### src/rtl/instruction_decode_pkg.sv
// Shared constants and types for the RV32 instruction decoder.
// Holds the major-opcode constants (instruction[6:2]), the alu_control
// code points and the immediate-format enum used by imm_gen.
package instr_decode_pkg;

  // Major opcodes, instruction[6:2]
  localparam logic [4:0] OPC_LOAD   = 5'b00000;
  localparam logic [4:0] OPC_OP_IMM = 5'b00100;
  localparam logic [4:0] OPC_AUIPC  = 5'b00101;
  localparam logic [4:0] OPC_STORE  = 5'b01000;
  localparam logic [4:0] OPC_OP     = 5'b01100;
  localparam logic [4:0] OPC_LUI    = 5'b01101;
  localparam logic [4:0] OPC_BRANCH = 5'b11000;
  localparam logic [4:0] OPC_JALR   = 5'b11001;
  localparam logic [4:0] OPC_JAL    = 5'b11011;

  // alu_control code points
  localparam logic [4:0] ALU_ADD     = 5'b00000;
  localparam logic [4:0] ALU_SUB     = 5'b00001;
  localparam logic [4:0] ALU_SLL     = 5'b00010;
  localparam logic [4:0] ALU_SLT     = 5'b00011;
  localparam logic [4:0] ALU_SLTU    = 5'b00100;
  localparam logic [4:0] ALU_XOR     = 5'b00101;
  localparam logic [4:0] ALU_SRL     = 5'b00110;
  localparam logic [4:0] ALU_SRA     = 5'b00111;
  localparam logic [4:0] ALU_OR      = 5'b01000;
  localparam logic [4:0] ALU_AND     = 5'b01001;
  localparam logic [4:0] ALU_MUL     = 5'b01010;
  localparam logic [4:0] ALU_PASSB   = 5'b10010;
  localparam logic [4:0] ALU_ILLEGAL = 5'b11111;

  // Immediate formats; FMT_NONE yields a zero immediate
  typedef enum logic [2:0] {
    FMT_NONE = 3'd0,
    FMT_I    = 3'd1,
    FMT_S    = 3'd2,
    FMT_B    = 3'd3,
    FMT_U    = 3'd4,
    FMT_J    = 3'd5
  } imm_fmt_e;

endpackage

### src/rtl/instruction_decode_if.sv
// Bus bundle between an instruction source and the decoder.
//   instruction : 32-bit RV32 word presented to the decoder
//   opcode      : instruction[6:2]
//   alu_control : ALU operation code
//   Rd, Rs, Rt  : raw 4-bit register fields (RV32E)
//   imm         : imm_ext[14:0]
//   imm_ext     : sign-extended, format-selected immediate
// master drives instruction and reads the decode; slave is the decoder.
interface instruction_decode_if;
  logic [31:0] instruction;
  logic [4:0]  opcode;
  logic [4:0]  alu_control;
  logic [3:0]  Rd;
  logic [3:0]  Rs;
  logic [3:0]  Rt;
  logic [14:0] imm;
  logic [31:0] imm_ext;

  modport master (
    output instruction,
    input  opcode, alu_control, Rd, Rs, Rt, imm, imm_ext
  );

  modport slave (
    input  instruction,
    output opcode, alu_control, Rd, Rs, Rt, imm, imm_ext
  );
endinterface

### src/rtl/instruction_decode_imm_gen.sv
// imm_gen: purely combinational immediate builder.
//   instruction : instruction[31:7] (the low bits never carry immediate data)
//   fmt         : immediate format selected by the opcode
//   imm_ext     : sign-extended immediate, zero for FMT_NONE
module imm_gen
  import instr_decode_pkg::*;
(
  input  logic [31:7] instruction,
  input  imm_fmt_e    fmt,
  output logic [31:0] imm_ext
);

  always_comb begin
    imm_ext = '0;
    unique case (fmt)
      FMT_I: imm_ext = {{20{instruction[31]}}, instruction[31:20]};
      FMT_S: imm_ext = {{20{instruction[31]}}, instruction[31:25], instruction[11:7]};
      FMT_B: imm_ext = {{19{instruction[31]}}, instruction[31], instruction[7],
                        instruction[30:25], instruction[11:8], 1'b0};
      FMT_U: imm_ext = {instruction[31:12], 12'b0};
      FMT_J: imm_ext = {{11{instruction[31]}}, instruction[31], instruction[19:12],
                        instruction[20], instruction[30:21], 1'b0};
      default: imm_ext = '0;
    endcase
  end

endmodule

### src/rtl/instruction_decode.sv
// instruction_decode: registered RV32 instruction decoder.
//   clk   : sole clock, all outputs register on its rising edge
//   rst_n : asynchronous active-low reset, clears every output
//   bus   : instruction_decode_if.slave (instruction in, decode fields out)
// Optional feature: define RV_M_EXT_EN to decode OP funct7=0000001 as the
// M-extension codes; otherwise that encoding is ILLEGAL.
module instruction_decode
  import instr_decode_pkg::*;
(
  input  logic                 clk,
  input  logic                 rst_n,
  instruction_decode_if.slave  bus
);

  function automatic logic [4:0] decode_alu(input logic [31:0] ins);
    logic [2:0] f3;
    logic [6:0] f7;
    logic [4:0] base;
    logic [4:0] res;
    f3  = ins[14:12];
    f7  = ins[31:25];
    res = ALU_ILLEGAL;
    case (f3)
      3'b000:  base = ALU_ADD;
      3'b001:  base = ALU_SLL;
      3'b010:  base = ALU_SLT;
      3'b011:  base = ALU_SLTU;
      3'b100:  base = ALU_XOR;
      3'b101:  base = ALU_SRL;
      3'b110:  base = ALU_OR;
      default: base = ALU_AND;
    endcase
    case (ins[6:2])
      OPC_OP: begin
        if (f7 == 7'b0000000)
          res = base;
        else if (f7 == 7'b0100000 && f3 == 3'b000)
          res = ALU_SUB;
        else if (f7 == 7'b0100000 && f3 == 3'b101)
          res = ALU_SRA;
`ifdef RV_M_EXT_EN
        // M codes are contiguous from MUL in funct3 order
        else if (f7 == 7'b0000001)
          res = ALU_MUL + 5'(f3);
`endif
        else
          res = ALU_ILLEGAL;
      end
      // Only bit 30 distinguishes SRAI from SRLI; there is no SUBI
      OPC_OP_IMM: res = (f3 == 3'b101 && ins[30]) ? ALU_SRA : base;
      OPC_LOAD, OPC_STORE, OPC_JALR, OPC_JAL, OPC_AUIPC: res = ALU_ADD;
      OPC_LUI: res = ALU_PASSB;
      OPC_BRANCH: begin
        case (f3)
          3'b000, 3'b001: res = ALU_SUB;
          3'b100, 3'b101: res = ALU_SLT;
          3'b110, 3'b111: res = ALU_SLTU;
          default:        res = ALU_ILLEGAL;
        endcase
      end
      default: res = ALU_ILLEGAL;
    endcase
    return res;
  endfunction

  function automatic imm_fmt_e decode_fmt(input logic [4:0] op);
    imm_fmt_e f;
    case (op)
      OPC_LOAD, OPC_OP_IMM, OPC_JALR: f = FMT_I;
      OPC_STORE:                      f = FMT_S;
      OPC_BRANCH:                     f = FMT_B;
      OPC_LUI, OPC_AUIPC:             f = FMT_U;
      OPC_JAL:                        f = FMT_J;
      default:                        f = FMT_NONE;
    endcase
    return f;
  endfunction

  logic [4:0]  opcode_p0;
  logic [4:0]  alu_p0;
  imm_fmt_e    fmt_p0;
  logic [31:0] imm_ext_p0;
  // The length field instruction[1:0] plays no part in this decode
  logic        unused_len;

  assign unused_len = &{1'b0, bus.instruction[1:0]};

  // Stage p0: combinational decode of the presented word
  assign opcode_p0 = bus.instruction[6:2];
  assign alu_p0    = decode_alu(bus.instruction);
  assign fmt_p0    = decode_fmt(opcode_p0);

  imm_gen u_imm_gen (
    .instruction (bus.instruction[31:7]),
    .fmt         (fmt_p0),
    .imm_ext     (imm_ext_p0)
  );

  // Stage p0 -> p1: output registers; register fields are raw, bit 4 dropped
  always_ff @(posedge clk or negedge rst_n) begin
    if (!rst_n) begin
      bus.opcode      <= '0;
      bus.alu_control <= '0;
      bus.Rd          <= '0;
      bus.Rs          <= '0;
      bus.Rt          <= '0;
      bus.imm         <= '0;
      bus.imm_ext     <= '0;
    end else begin
      bus.opcode      <= opcode_p0;
      bus.alu_control <= alu_p0;
      bus.Rd          <= bus.instruction[10:7];
      bus.Rs          <= bus.instruction[18:15];
      bus.Rt          <= bus.instruction[23:20];
      bus.imm         <= imm_ext_p0[14:0];
      bus.imm_ext     <= imm_ext_p0;
    end
  end

endmodule

### src/flat_wrapper.sv
// flat-port wrapper written by rule: the top's interface ports become plain ports
module instruction_decode_flat import instr_decode_pkg::*;
  (clk, rst_n, bus_instruction, bus_opcode, bus_alu_control, bus_Rd, bus_Rs, bus_Rt, bus_imm, bus_imm_ext);
  instruction_decode_if bus_i ();
  input  logic clk;
  input  logic rst_n;
  input wire logic [$bits(bus_i.instruction)-1:0] bus_instruction;
  output wire logic [$bits(bus_i.opcode)-1:0] bus_opcode;
  output wire logic [$bits(bus_i.alu_control)-1:0] bus_alu_control;
  output wire logic [$bits(bus_i.Rd)-1:0] bus_Rd;
  output wire logic [$bits(bus_i.Rs)-1:0] bus_Rs;
  output wire logic [$bits(bus_i.Rt)-1:0] bus_Rt;
  output wire logic [$bits(bus_i.imm)-1:0] bus_imm;
  output wire logic [$bits(bus_i.imm_ext)-1:0] bus_imm_ext;
  assign bus_i.instruction = bus_instruction;
  assign bus_opcode = bus_i.opcode;
  assign bus_alu_control = bus_i.alu_control;
  assign bus_Rd = bus_i.Rd;
  assign bus_Rs = bus_i.Rs;
  assign bus_Rt = bus_i.Rt;
  assign bus_imm = bus_i.imm;
  assign bus_imm_ext = bus_i.imm_ext;
  instruction_decode u_core (.clk(clk), .rst_n(rst_n), .bus(bus_i));
endmodule
### config.mk
export PLATFORM = sky130hd
export DESIGN_NAME = instruction_decode_flat
export DESIGN_NICKNAME = d
export VERILOG_FILES = /design/src/rtl/instruction_decode_pkg.sv /design/src/rtl/instruction_decode_if.sv /design/src/rtl/instruction_decode_imm_gen.sv /design/src/rtl/instruction_decode.sv /design/src/flat_wrapper.sv
export SDC_FILE = /design/constraint.sdc
export NUM_CORES = 1
export LEC_CHECK = 0
export ABC_AREA = 1
export BUFFER_PORTS_ARGS = -buffer_cell sky130_fd_sc_hd__buf_2
export CAP_MARGIN = 20
export CORE_ASPECT_RATIO = 1.25
export CORE_MARGIN = 5
export CORE_UTILIZATION = 38
export CTS_CLUSTER_SIZE = 24
export DETAILED_ROUTE_END_ITERATION = 12
export GPL_ROUTABILITY_DRIVEN = 0
export PLACE_DENSITY = 0.75
export REMOVE_ABC_BUFFERS = 1
export SETUP_SLACK_MARGIN = 0.3
export SKIP_CTS_REPAIR_TIMING = 1
export SYNTH_ARGS = -nofsm -noshare
export SYNTH_HDL_FRONTEND = slang
export SYNTH_SLANG_ARGS = --single-unit
export TNS_END_PERCENT = 30
### constraint.sdc
create_clock -name clk -period 1.3 [get_ports clk]
set_input_delay 0.26 -clock clk [delete_from_list [all_inputs] [get_ports clk]]
set_output_delay 0.26 -clock clk [all_outputs]
set_load 0.02 [all_outputs]
==> summary.md, run 1 <==
| Metric | Value |
|---|---|
| Run status | finished clean |
| Synth Instances | 254 |
| Worst relative slew slack | between 70% and 80% |
| CP max FO | 2 |
| P_leak | 0.00188 uW |
| Post-synth top area cell | dfrtp_1 |
| Area of the mapped netlist | 2400 um2 |
| Nets | 398 |
| Clock transition at path regs | 0.09 ns |
| DRT Pass-1 Iters | 4 |
| DRC | 0 |
| DR iter-0 viols | 81 |
| Area grow syn2layout | 33.6% |
| DPL Wire Length | 4570 um |
| Fin. Hold Viols | 0 |
| WS Path Type | flip-flop to output port |
| Sequential area share after synthesis | 56.2% |
| Tightest Pin Transition | 0.365 ns |
| Most frequent cells in the layout | 84 x buf_2, 59 x nand2_1, 54 x dfrtp_1, 30 x nor2_1, 27 x inv_1 |
| Avg Cell Area, Syn | between 9 and 10 um2 |
| Reported max-cap violation count | 0 |
| RSZ-0062 raised after global routing | true |
| Setup TNS | 0 ns |
| Number of I/O pins | 103 |
| Largest net degree at the start of global routing | 55 |
| Clock sink count | 54 |
| DR vias/cell | ~4.5 |
| Period Utilization, post-route | just under 90% |
| Root buf cell | clkbuf_8 |
| FP Rows | 32 |
| CP Data Required Time | 1.04 ns |
| Cell Chain, Critical Path | buf_4 |
| H-tree Lvls | 2 |
| Vias | 2,012 |
| Global route overflow | 0 |
| Core area | 6170 um2 |
| GRT Total Usage | 15.2% |
| Worst min path class | primary input to flip-flop |
| DIE AREA | 8030 um2 |
| Yosys top cell area share | 56.2% |
| Most common cell after layout, fill and taps aside | buf_2 |
| Diode count | 0 |
| Post-synth cell types | 19 |
| Total wire length | 5720 um |
| Dpl cell area | 3000 um2 |
| Vias in the first global route | 2,061 |
| CP delay by family, top | flip-flops |
| CTS max path bufs | 2 |
| Maximum clock frequency | 888 MHz |
| Worst Setup Start Kind | flip-flop |
| Pre-CTS setup slack | -0.0245 ns |
| Worst Path Buf+Inv | 1 |
| TritonCTS clock tree | yes |
| Synthesized flop and latch total | 54 |
| Min Tclk post-route | 1.13 ns |
| Die H | 98.9 um |
| Finished Cell Area | 3210 um2 |
| Final setup viols | 0 |
| Initial Util | between 30% and 40% |
| Worst setup margin | 0.174 ns |
| IO Port Bufs | 100 |
| CP arrival | just under 0.9 ns |
| Worst-case vdd ir drop | 611 uV |
| Crit. End Element | output port |
| Antenna violations before repair | 0 |
| WL/cell | 12.8 um |
| Synth Warn # | 0 |
| Die Wd | 81.1 um |
| Dominant cells by area after synthesis | dfrtp_1 56%, nand2_1 9.2%, buf_4 5.0% |
| Post-DRT Antenna Nets | 0 |
| Pins over their slew limit | 0 |
| CP max-delay cell | dfrtp_1 |
| Slowest stage delay, CP | 0.40 ns |
| First-pass GRT wire length | roughly 9600 um |
| Layout cells sized above 1 | around two fifths |
| Number of CTS-inserted buffers | 5 |
| PwrDens | ~1100 nW/um2 |
[final cells by class]
cell class / count / area (um2)
clock buffers: 5 / 68.8
clock inverters: 3 / 45.0
fillers: 599 / 2950
inverters: 30 / 113
multi-input cells: 153 / 800
flip-flops and latches: 54 / 1350
well taps: 85 / 106
repair buffers: 117 / 728
[registers in the layout (all words and copies together) (netlist names)]
signal	flops
u_core.bus.Rt	4
u_core.bus.Rs	4
u_core.bus.imm_ext	18
u_core.bus.Rd	4
u_core.bus.alu_control	5
u_core.bus.imm	14
u_core.bus.opcode	5
[cell usage after synthesis]
library cell	number
nand2_1	59
dfrtp_1	54
nor2_1	30
inv_1	27
nand3_1	22
buf_4	16
a21oi_1	8
o21ai_2	7
o21ai_0	5
nand2_2	4
nor2_4	4
ha_1	3
inv_2	3
nand2_4	3
nand4_1	3
nand3_2	2
nand4_4	2
buf_12	1
nor2_2	1
[through the flow]
stage | total power (uW) | hold WS (ns) | utilization (%) | instances
floorplan | 2200 | -0.0356 | - | 237
global placement | 2520 | 0.270 | 48.7 | 438
detailed placement | 2540 | 0.272 | 48.7 | 438
CTS | 3640 | -0.0652 | 50.5 | 446
global route | 3830 | 0.0532 | 52.1 | 447
finish | 3630 | 0.0699 | 52.1 | 447
[metal layers]
metal / global-route usage (%) / share of wire (%) / vias up
met3: 2.19 / 5.2 / 9
li1: - / - / 990
met5: 0 / 0 / -
met1: 16.3 / 37 / 941
met4: 5.85 / 2.2 / 0
met2: 28.8 / 55 / 72
[where the power goes]
part	internal, uW	total, uW	switching, uW
combinational	259	719	460
sequential	1780	1810	33.3
clock	572	1100	523
total	2610	3630	1020
[path summary, 6_finish.rpt]
check / from / to / slack (ns) / cells past startpoint
min in group asynchronous: rst_n / u_core.bus.imm_ext[23] / 0.47 / 3
max in group asynchronous: rst_n / u_core.bus.imm[13] / 0.60 / 3
max: u_core.bus.imm[13] / bus_imm[13] / 0.17 / 1
min: bus_instruction[18] / u_core.bus.Rs[3] / 0.07 / 1
[logic make-up (layout without fill, tap and decap cells)]
group           Yosys count  after routing  synth area share [%]
compound gates           20             20                  5.26
fa+ha+maj                 3              3                  1.56
buf+inv                  47            155                  10.5
flops                    54             54                  56.2
simple gates            130            130                  26.4
No activity file was read; power rests on OpenSTA's default activity.
==> inputs of run 2 (changes only) <==
RECOVER_POWER = 100   (was not set)
==> summary.md, run 2 (synthesis gave the netlist of run 1 again) <==
| Metric | Value |
|---|---|
| DRC | 0 |
| Clock power frac | a little under a third |
| Pre-CTS setup slack | -0.0245 ns |
| First-pass GRT wire length | 9580 um |
| CP max FO | 2 |
| Run status | finished clean |
| Largest net degree at the start of global routing | 55 |
| PwrDens | ~1200 nW/um2 |
| Area grow syn2layout | 24.4% |
| Reported max-cap violation count | 0 |
| Worst Path Buf+Inv | 1 |
| Most common cell after layout, fill and taps aside | clkbuf_1 |
| Total wire length | 5780 um |
| GRT Total Usage | 15.2% |
| Sw Share | 28.4% |
| CP delay by family, top | flip-flops |
| Top Registers | u_core.bus.imm_ext x18, u_core.bus.imm x14 |
| Most frequent cells in the layout | 77 x clkbuf_1, 61 x nand2_1, 54 x dfrtp_1, 30 x nor2_1, 27 x inv_1 |
| Min Tclk post-route | 1.17 ns |
| Tightest Pin Transition | 0.647 ns |
| Vias | 2,011 |
| Worst setup margin | 0.128 ns |
| Worst relative slew slack | 56.9% |
| P_leak | 0.00159 uW |
| Internal Power | 2530 uW |
| Total Power | about 3500 uW |
| TritonCTS clock tree | yes |
| Register area | 1350 um2 |
| Post-DRT Antenna Nets | 0 |
| Root buf cell | clkbuf_8 |
| Hold_sp | bus_instruction[18] |
| DIE AREA | 8030 um2 |
| CTS max path bufs | 2 |
| Worst min path class | primary input to flip-flop |
| Die H | ~100 um |
| Period Utilization, post-route | 90.2% |
| Initial Util | 39.0% |
| Vias in the first global route | 2,061 |
| Slowest stage delay, CP | 0.37 ns |
| Sequential fraction of design power | between 50% and 60% |
| Layout cells sized above 1 | 17.7% |
| Nets | 398 |
| Clock transition at path regs | 0.09 ns |
| Final setup viols | 0 |
| WL/cell | 12.9 um |
| Dpl cell area | roughly 3000 um2 |
| DR vias/cell | 4.50 |
| CP arrival | between 0.9 and 1 ns |
| Finished Cell Area | 2990 um2 |
| IO Port Bufs | 100 |
| Fin. Hold Viols | 0 |
| Number of CTS-inserted buffers | 5 |
| FP Rows | 32 |
| Worst Setup Start Kind | flip-flop |
| Origin of the worst setup path | u_core.bus.imm[9] |
| Worst-case vdd ir drop | 588 uV |
| Pins over their slew limit | 0 |
| Core area | 6170 um2 |
| Filler cells | roughly 670 |
| Maximum clock frequency | roughly 850 MHz |
| Cell Chain, Critical Path | clkbuf_1 |
| Clock sink count | between 50 and 60 |
| Die Wd | 81.1 um |
| Number of I/O pins | between 100 and 150 |
| Multi-input gate area | approximately 770 um2 |
| DRT Pass-1 Iters | 4 |
| Largest Register | u_core.bus.imm_ext |
| Global route overflow | 0 |
| Antenna violations before repair | 0 |
| H-tree Lvls | 2 |
| Comb power frac | 17.9% |
| WS Path Type | flip-flop to output port |
| CP Data Required Time | 1.04 ns |
| Crit. End Element | output port |
| Diode count | 0 |
| DPL Wire Length | 4570 um |
| CP max-delay cell | dfrtp_1 |
| RSZ-0062 raised after global routing | true |
| Max reg flops | 18 |
| DR iter-0 viols | 75 |
| Net switching power | 1010 uW |
-- run 2: cell count changes in the layout (fill, tap and decap cells not counted), moves of 4 or more --
cell,delta
clkbuf_1,+77
buf_2,-65
buf_6,-11
o21ai_0,+7
o21ai_2,-7
buf_4,-4
clkbuf_2,+4
-- run 2: path summary, 6_finish.rpt --
path	cells after the start	to
max	1	bus_imm_ext[9]
min	1	u_core.bus.Rs[3]
max in group asynchronous	3	u_core.bus.imm[13]
min in group asynchronous	3	u_core.bus.imm_ext[23]
-- run 2: stage by stage --
stage / hold WS [ns] / std cells / setup TNS [ns] / utilization [%]
after global routing: 0.0532 / 447 / 0 / 48.5
final: 0.0715 / 447 / 0 / 48.5
after global placement: 0.270 / 438 / 0 / 48.7
after floorplan: -0.0356 / 237 / 0 / -
after detailed placement: 0.272 / 438 / -0.0297 / 48.7
after CTS: -0.0652 / 446 / 0 / 50.5
-- run 2: area by class of cell --
| cell class | instances | share of cell area (%) |
|---|---|---|
| sequential | 54 | 45.2 |
| multi-input combinational | 153 | 25.7 |
| timing repair buffer | 117 | 18.0 |
| inverter | 30 | 3.77 |
| tap | 85 | 3.56 |
| clock buffer | 5 | 2.30 |
| clock inverter | 3 | 1.51 |
-- run 2: power groups by stage --
stage | Clock (uW) | Sequential, uW | Combinational (uW)
after detailed placement | 0 | 1840 | 695
after floorplan | 0 | 2020 | 174
after global placement | 0 | 1840 | 681
after global routing | 1210 | 1820 | 702
final | 1090 | 1810 | 633
after CTS | 1130 | 1810 | 696
-- run 2: layer usage --
metal / share of wire [%] / track usage, % / wire length (um) / vias to the layer above
met5: 0 / 0 / 0 / -
met2: 55 / 28.8 / 3160 / 74
met3: 5.6 / 2.19 / 323 / 9
li1: - / - / - / 991
met1: 37 / 16.3 / 2170 / 937
met4: 2.2 / 5.85 / 125 / 0
==> inputs of run 3 (changes only) <==
ABC_AREA = not set   (was 1)
PLACE_DENSITY = 0.76   (was 0.75)
==> summary.md, run 3 <==
| Metric | Value |
|---|---|
| Cell Chain, Critical Path | buf_6 > or4_4 > o31ai_4 > a31oi_1 > a311o_1 |
| Vias | about 1,900 |
| GRT Total Usage | approximately 14% |
| Adder-cell share of the synthesized area | 1.64% |
| Global route overflow | 0 |
| CTS max path bufs | 2 |
| Die Wd | a little under 80 um |
| PwrDens | 1130 nW/um2 |
| CP max FO | 3 |
| CP endpoint | u_core.bus.alu_control[2] |
| Die H | 96.8 um |
| Finished Cell Area | 3150 um2 |
| Setup TNS | -0.0284 ns |
| Filler cells | 561 |
| CP arrival | 1.52 ns |
| CP Data Required Time | around 1.5 ns |
| Synth Warn # | 0 |
| Multi-input gate area | roughly 870 um2 |
| Met2 Use GR | 23.9% |
| Worst Path Buf+Inv | 1 |
| CP max-delay cell | or4_4 |
| EDFF count, synth | 0 |
| Reported max-cap violation count | 0 |
| Initial Util | about 39% |
| Crit path depth | 5 |
| Most frequent cells in the layout | 79 x clkbuf_1, 54 x dfrtp_1, 27 x nand2_1, 21 x buf_4, 16 x buf_2 |
| Maximum clock frequency | 753 MHz |
| Worst relative slew slack | around 55% |
| Failing checks | negative setup slack |
| H-tree Lvls | 2 |
| Crit. End Element | flip-flop |
| Tightest Pin Transition | slightly below 0.7 ns |
| DPL Wire Length | 4040 um |
| Commonest cells post-synth | 54 x dfrtp_1, 38 x nand2_1, 17 x buf_4 |
| Register area | 1350 um2 |
| P_leak | 0.00150 uW |
| Area of the mapped netlist | between 2000 and 2500 um2 |
| Period Utilization, post-route | 102% |
| Post-synth cell types | 48 |
| Layout cells sized above 1 | 32.4% |
| Nets | 354 |
| Area grow syn2layout | 37.5% |
| Gr busiest metal | met2 |
| Top Registers | u_core.bus.imm_ext x18, u_core.bus.imm x14 |
| Worst min path class | primary input to flip-flop |
| Xor-xnor portion of the synthesized cell area | 0.765% |
| Vias in the first global route | 1,850 |
| Number of CTS-inserted buffers | 5 |
| WL/cell | 15.7 um |
| Run status | complete, but fails checks |
| Dpl cell area | just under 3000 um2 |
| Total wire length | 6030 um |
| Origin of the worst setup path | bus_instruction[26] |
| Cell with the most instances after synthesis | dfrtp_1 |
| GR met1 Demand/Resource | 15.7% |
| Min Tclk post-route | roughly 1.3 ns |
| DRC | 0 |
| RSZ-0062 raised after global routing | true |
| FP Rows | 31 |
| Worst setup margin | -0.0284 ns |
| DRT Pass-1 Iters | 4 |
| DR vias/cell | 4.86 |
| Clock transition at path regs | around 0.09 ns |
| Dominant cells by area after synthesis | dfrtp_1 59%, nand2_1 6.2%, buf_4 5.6% |
| First-pass GRT wire length | 8540 um |
| Asr flop ratio synth | 100% |
| Avg Cell Area, Syn | 11.4 um2 |
| Sequential area share after synthesis | 59.0% |
| Largest net degree at the start of global routing | 55 |
| IO Port Bufs | 100 |
| Post-synth top area cell | dfrtp_1 |
| Max reg flops | 18 |
| Most common cell after layout, fill and taps aside | clkbuf_1 |
| Yosys top cell area share | between 50% and 60% |
| Worst-case vdd ir drop | 501 uV |
| Slowest stage delay, CP | 0.57 ns |
| Mux contribution to synthesized area | 1.42% |
| Final setup viols | 1 |
| Post-synth top flop | dfrtp_1 |
| DR iter-0 viols | between 40 and 50 |
| Synth Area in Simple Gates | 15.0% |
| TritonCTS clock tree | yes |
| Root buf cell | clkbuf_8 |
| Synth Instances | 201 |
| Synthesized flop and latch total | 54 |
| GR Util met3 | 4.46% |
| Worst Setup Start Kind | primary input |
| Pins over their slew limit | 0 |
| Antenna violations before repair | 0 |
| Largest family of logic cells by synthesized area | simple AND/OR/NAND/NOR gates |
| Core area | 5820 um2 |
| Diode count | 0 |
| Clock sink count | 54 |
| Fin. Hold Viols | 0 |
| Number of I/O pins | 103 |
| Synth Area in Compound Gates | 13.8% |
| DIE AREA | 7690 um2 |
| Total Power | roughly 3600 uW |
| Largest Register | u_core.bus.imm_ext |
| Post-DRT Antenna Nets | 0 |
| WS Path Type | primary input to flip-flop |
| CP delay by family, top | compound AO/OA/AOI/OAI gates |
==> run 3: worst min path at each step <==
stage,depth (start not counted),slack [ns],start,endpoint
floorplan,0,-0.04,rst_n,u_core.bus.Rd[0]
global placement,2,0.27,rst_n,u_core.bus.imm_ext[26]
detailed placement,2,0.28,rst_n,u_core.bus.imm_ext[26]
CTS,2,-0.06,rst_n,u_core.bus.imm_ext[29]
global route,1,0.05,bus_instruction[17],u_core.bus.Rs[2]
finish,1,0.08,bus_instruction[17],u_core.bus.Rs[2]
==> run 3: cell type report <==
cell class / count / area share (%)
flip-flops and latches: 54 / 42.9
multi-input cells: 115 / 27.6
repair buffers: 136 / 22.9
well taps: 66 / 2.62
clock buffers: 7 / 2.42
clock inverters: 1 / 0.954
inverters: 5 / 0.596
==> run 3: power by group <==
| part | total [uW] | internal, uW | switching [uW] | leakage, uW |
|---|---|---|---|---|
| Combinational | 669 | 244 | 426 | 0.000772 |
| Clock | 1090 | 577 | 511 | 0.0000524 |
| Sequential | 1800 | 1770 | 29.9 | 0.000680 |
| Total | 3550 | 2590 | 966 | 0.00150 |
==> run 3: stage by stage <==
step,worst slack [ns],std cells,utilization (%),hold WS (ns)
3_5_place_dp,-0.419,370,50.9,0.276
6_report,-0.0284,384,54.1,0.0775
2_1_floorplan,-0.148,174,-,-0.0356
5_1_grt,-0.0500,384,54.1,0.0538
3_3_place_gp,-0.312,370,50.9,0.272
4_1_cts,-0.0924,378,52.8,-0.0563
==> run 3: cell families (layout without fill, tap and decap cells) <==
logic type                 count (synthesis)  count (layout)
buffers and inverters                     32             149
and+or+nand+nor                           68              68
DFF                                       54              54
AOI/OAI and AO/OA                         39              39
muxes                                      3               3
adders and majority gates                  3               3
xor gates and xnor gates                   2               2
==> run 3: layer usage <==
| layer | part of all wire (%) | wire, um |
|---|---|---|
| met2 | 54 | 3240 |
| met3 | 6.8 | 408 |
| met5 | 0 | 0 |
| met4 | 1.1 | 68 |
| met1 | 38 | 2310 |
